$ cat src/rtl/regfile_mp.sv
// Multi-port register file for the decode stage: NUM_RD combinational reads and two
// prioritised write ports. It also has an optional zero entry, write bypass and a background clear.
`timescale 1ns/1ps
module regfile_mp #(
    parameter int WIDTH    = 64,
    parameter int ADDR_W   = 5,
    parameter int NUM_RD   = 2,
    parameter int HAS_ZERO = 1,
    parameter int ZERO_IDX = 31,
    parameter int BYPASS   = 1
) (
    input  logic                       clk,
    input  logic                       reset,
    input  logic                       we0,
    input  logic [ADDR_W-1:0]          wa0,
    input  logic [WIDTH-1:0]           wd0,
    input  logic                       we1,
    input  logic [ADDR_W-1:0]          wa1,
    input  logic [WIDTH-1:0]           wd1,
    input  logic [NUM_RD*ADDR_W-1:0]   ra,
    output logic [NUM_RD*WIDTH-1:0]    rd,
    input  logic                       clr_req,
    output logic                       busy
);

    localparam int                DEPTH  = 2 ** ADDR_W;
    localparam logic [ADDR_W-1:0] ZERO_A = ADDR_W'(ZERO_IDX);
    localparam logic [ADDR_W:0]   LAST_C = (ADDR_W + 1)'(DEPTH - 1);

    typedef enum logic {IDLE, CLEAR} state_e;

    state_e             state_q, state_d;
    logic [ADDR_W:0]    cnt_q, cnt_d;
    logic [WIDTH-1:0]   mem_q [DEPTH];
    logic               we0_ok, we1_ok;
    logic [ADDR_W-1:0]  addr_p;
    logic [WIDTH-1:0]   data_p;

    assign we0_ok = we0 && !((HAS_ZERO != 0) && (wa0 == ZERO_A));
    assign we1_ok = we1 && !((HAS_ZERO != 0) && (wa1 == ZERO_A));

    always_comb begin
        state_d = state_q;
        cnt_d   = cnt_q;
        busy    = (state_q == CLEAR);
        case (state_q)
            IDLE: begin
                if (clr_req) begin
                    state_d = CLEAR;
                    cnt_d   = '0;
                end
            end
            CLEAR: begin
                if (cnt_q == LAST_C) begin
                    state_d = IDLE;
                    cnt_d   = '0;
                end else begin
                    cnt_d = cnt_q + (ADDR_W + 1)'(1);
                end
            end
            default: state_d = IDLE;
        endcase
    end

    // Later assignments win: a pipeline write to the entry being cleared keeps its data,
    // and port 1 overrides port 0 on an address collision.
    always_ff @(posedge clk) begin
        if (reset) begin
            for (int i = 0; i < DEPTH; i++) mem_q[i] <= '0;
            state_q <= IDLE;
            cnt_q   <= '0;
        end else begin
            state_q <= state_d;
            cnt_q   <= cnt_d;
            if (state_q == CLEAR) mem_q[cnt_q[ADDR_W-1:0]] <= '0;
            if (we0_ok) mem_q[wa0] <= wd0;
            if (we1_ok) mem_q[wa1] <= wd1;
        end
    end

    always_comb begin
        rd     = '0;
        addr_p = '0;
        data_p = '0;
        for (int p = 0; p < NUM_RD; p++) begin
            addr_p = ra[p*ADDR_W +: ADDR_W];
            data_p = mem_q[addr_p];
            if (BYPASS != 0) begin
                if (we1 && (wa1 == addr_p))      data_p = wd1;
                else if (we0 && (wa0 == addr_p)) data_p = wd0;
            end
            if ((HAS_ZERO != 0) && (addr_p == ZERO_A)) data_p = '0;
            rd[p*WIDTH +: WIDTH] = data_p;
        end
    end

endmodule

$ cat config.mk
export PLATFORM = sky130hd
export DESIGN_NAME = regfile_mp
export DESIGN_NICKNAME = d
export VERILOG_FILES = /design/src/rtl/regfile_mp.sv
export SDC_FILE = /design/constraint.sdc
export NUM_CORES = 2
export LEC_CHECK = 0
export BUFFER_PORTS_ARGS = -buffer_cell sky130_fd_sc_hd__buf_2
export CAP_MARGIN = 0
export CELL_PAD_IN_SITES_DETAIL_PLACEMENT = 0
export CELL_PAD_IN_SITES_GLOBAL_PLACEMENT = 1
export CORE_UTILIZATION = 23
export CTS_CLUSTER_DIAMETER = 200
export DETAILED_ROUTE_END_ITERATION = 12
export GPL_ROUTABILITY_DRIVEN = 0
export GPL_TIMING_DRIVEN = 0
export PLACE_DENSITY_LB_ADDON = 0.1
export REMOVE_ABC_BUFFERS = 1
export SLEW_MARGIN = 10
export SYNTH_ARGS = -nofsm -noshare
export SYNTH_HDL_FRONTEND = slang
export SYNTH_SLANG_ARGS = --single-unit
$ cat constraint.sdc
create_clock -name clk -period 6.1 [get_ports clk]
set_clock_uncertainty 0.2 [all_clocks]
set_input_delay 1.22 -clock clk [delete_from_list [all_inputs] [get_ports clk]]
set_output_delay 1.22 -clock clk [all_outputs]
set_load 0.02 [all_outputs]
==> results_dict.tcl <==
set metrics [dict create \
    root_buffer "clkbuf_16" \
    min_period_over_period_pct 99.64 \
    clock_sinks 2055 \
    clock_latency_ns 0.91 \
    area_growth_pct 24.46 \
    critPathRequiredTime_ns 4.68 \
    yosys.area.top_type "edfxtp_1" \
    cp-start-kind "input port" \
    drive_gt1_share_pct 30.20 \
    syn_area_sq_mm 0.1190 \
    finalCriticalPeriod_ns 6.078 \
    io_buffers 281 \
    viasPerCell 5.981 \
    ys_types 57 \
    synth_seq_area_share_pct 51.81 \
    cts_buffer_depth 4 \
    grt_pass1_vias 89930 \
    crit_fanout 49 \
    start_util_pct 23.14 \
    io-pin-count 282 \
    p_per_area_mw_per_mm2 260.6 \
    grt_max_degree 71 \
    async_flop_share_pct 0 \
    wire_per_inst_um 44.68 \
    max-cap-violations 0 \
    nets 8495 \
    min_path_cells 2 \
    max_freq_mhz 164.5 \
    wirelength_um 690600 \
    syn_inst 8275 \
    ys_ff_latch 2055 \
    rows 263 \
    synth_top_cell_area_share_pct 51.70 \
    first_pass_iters 6 \
    yosys.cell_count.top_type "edfxtp_1" \
    fin_cells 15460 \
    slew_headroom_pct 19.47 \
    hold_viol_final 0 \
    avgSynthCellArea_sq_um 14.38 \
    status "complete, no violations" \
    hpwl_um 487000 \
    die_w_um 721.2 \
    post_dp_cell_area_sq_mm 0.1384 \
    setup-violations-final 0 \
    drc_errors 0 \
    grt_use_total_pct 25.50 \
    dp_cells 14900 \
    synthFlopType "edfxtp_1" \
    utilization_pct 28.81 \
    leakage_nw 51.77 \
    antenna_left 0 \
    synth_edf_count 2048 \
    setup_ws_ns 0.02199 \
    htreeDepth 5 \
    dieArea_sq_mm 0.5201 \
    fin_hold_ws_ns 0.3227 \
    grt_pass1_wl_um 894500 \
    cts_hold_buf 0 \
    peakVddDrop_mv 0.2407 \
    cp_data_arrival_time_ns 4.66 \
    place_ws_ns -0.8845 \
    tritoncts "done" \
    finalInstanceArea_sq_mm 0.1481 \
    rsz0062_at_grt "no" \
    synthTopCellsByCount "2,048 x edfxtp_1, 1,984 x a22o_1, 881 x clkbuf_1" \
    clkTransAtPathRegs_ns 0.05 \
    die_h_um 721.2 \
    reg2regPathDepth 8 \
    critPathCaptureType "output pin" \
    synthTopCellsByArea "edfxtp_1 52%, a22o_1 15%, mux4_2 15%" \
    slew_viol_final 0 \
    path_class "in2out" \
    antenna_found_initial 65 \
    hold_path_class "reg2reg" \
    core_area_sq_mm 0.5140 \
    numCtsBuffers 285 \
    drt-initial-drc-count 11730 \
    grt.overflow.total 0 \
    yosys_warnings 0 \
    tightest_slew_ns 1.206 \
    dr_total_vias 92450 \
]
## power breakdown
part / internal [W] / leakage [nW] / total (W) / switching (W)
clock: 0.00925 / 4.22 / 0.0162 / 0.00699
combinational: 0.00212 / 26.8 / 0.00578 / 0.00366
sequential: 0.0162 / 20.7 / 0.0166 / 0.000334
## stage by stage
step | power [W] | setup TNS, ns
2_1_floorplan | 0.01905 | -2417.86
3_3_place_gp | 0.02324 | -
3_5_place_dp | 0.02247 | -50.92
4_1_cts | 0.03887 | 0
5_1_grt | 0.03956 | 0
6_report | 0.03859 | 0
## routing by layer
layer	global-route usage (%)	part of all wire [%]
met1	35.64	43
met5	0.04623	0.024
met2	38.25	43
met4	8.103	3.7
met3	6.721	9.9
## critical path: stages
cell	delay [ns]
buf_12	0.31
buf_16	0.33
buf_16	0.29
mux4_2	0.56
mux2_2	0.30
a221oi_1	0.59
nor4_1	0.18
a221o_1	0.31
buf_2	0.17
## placed cells by master (no fill, tap or decap), types with 150 or more instances in the layout
cell type	Yosys	layout
mux2i_1	588	588
buf_2	271	274
edfxtp_1	2048	2048
a22o_1	1984	1984
buf_16	0	151
o221ai_1	244	244
buf_12	0	282
mux2_2	180	180
buf_8	0	221
clkbuf_16	0	297
mux4_2	768	768
nor2_1	202	150
## kinds of logic (layout without fill, tap and decap cells)
family | Yosys count | count (layout) | share of synthesized area, %
buffers and inverters | 1397 | 1601 | 4.873
xor gates and xnor gates | 20 | 20 | 0.1472
DFF | 2055 | 2055 | 51.81
AOI/OAI and AO/OA | 2784 | 2784 | 20.05
and+or+nand+nor | 478 | 478 | 1.885
adders and majority gates | 4 | 4 | 0.04207
other | 1 | 88 | 0.003152
muxes | 1536 | 1536 | 21.19
## layout make-up
class	instances	area, sq um
clock buffer	355	7543
antenna	24	60.06
timing repair buffer	1105	16520
tap	6890	8621
fill	51150	365900
clock inverter	136	1066
sequential	2055	61640
multi-input combinational	4886	52580
inverter	5	33.78
## path summary, 6_finish.rpt
path                         startpoint                       to  slack (ns)
setup / recovery                  ra[6]                   rd[95]        0.02
hold / removal    cnt_q[5]$_SDFFE_PP0P_    cnt_q[5]$_SDFFE_PP0P_        0.32
setup reg to reg        busy$_SDFF_PP0_  mem_q[14][12]$_DFFE_PP_        1.87
hold reg to reg   cnt_q[5]$_SDFFE_PP0P_    cnt_q[5]$_SDFFE_PP0P_        0.32
## repair_timing
action                     CTS  global route
cloned                      17             5
setup endpoints to repair  128            32
pin swaps                    8             1
resized for setup           36            12
setup buffers               21             0
## registers in the layout, indices dropped and copies added, names as in the netlist
name,cells
cnt_q,6
mem_q,2048
busy,1
Power figures use the tool's default switching activity.
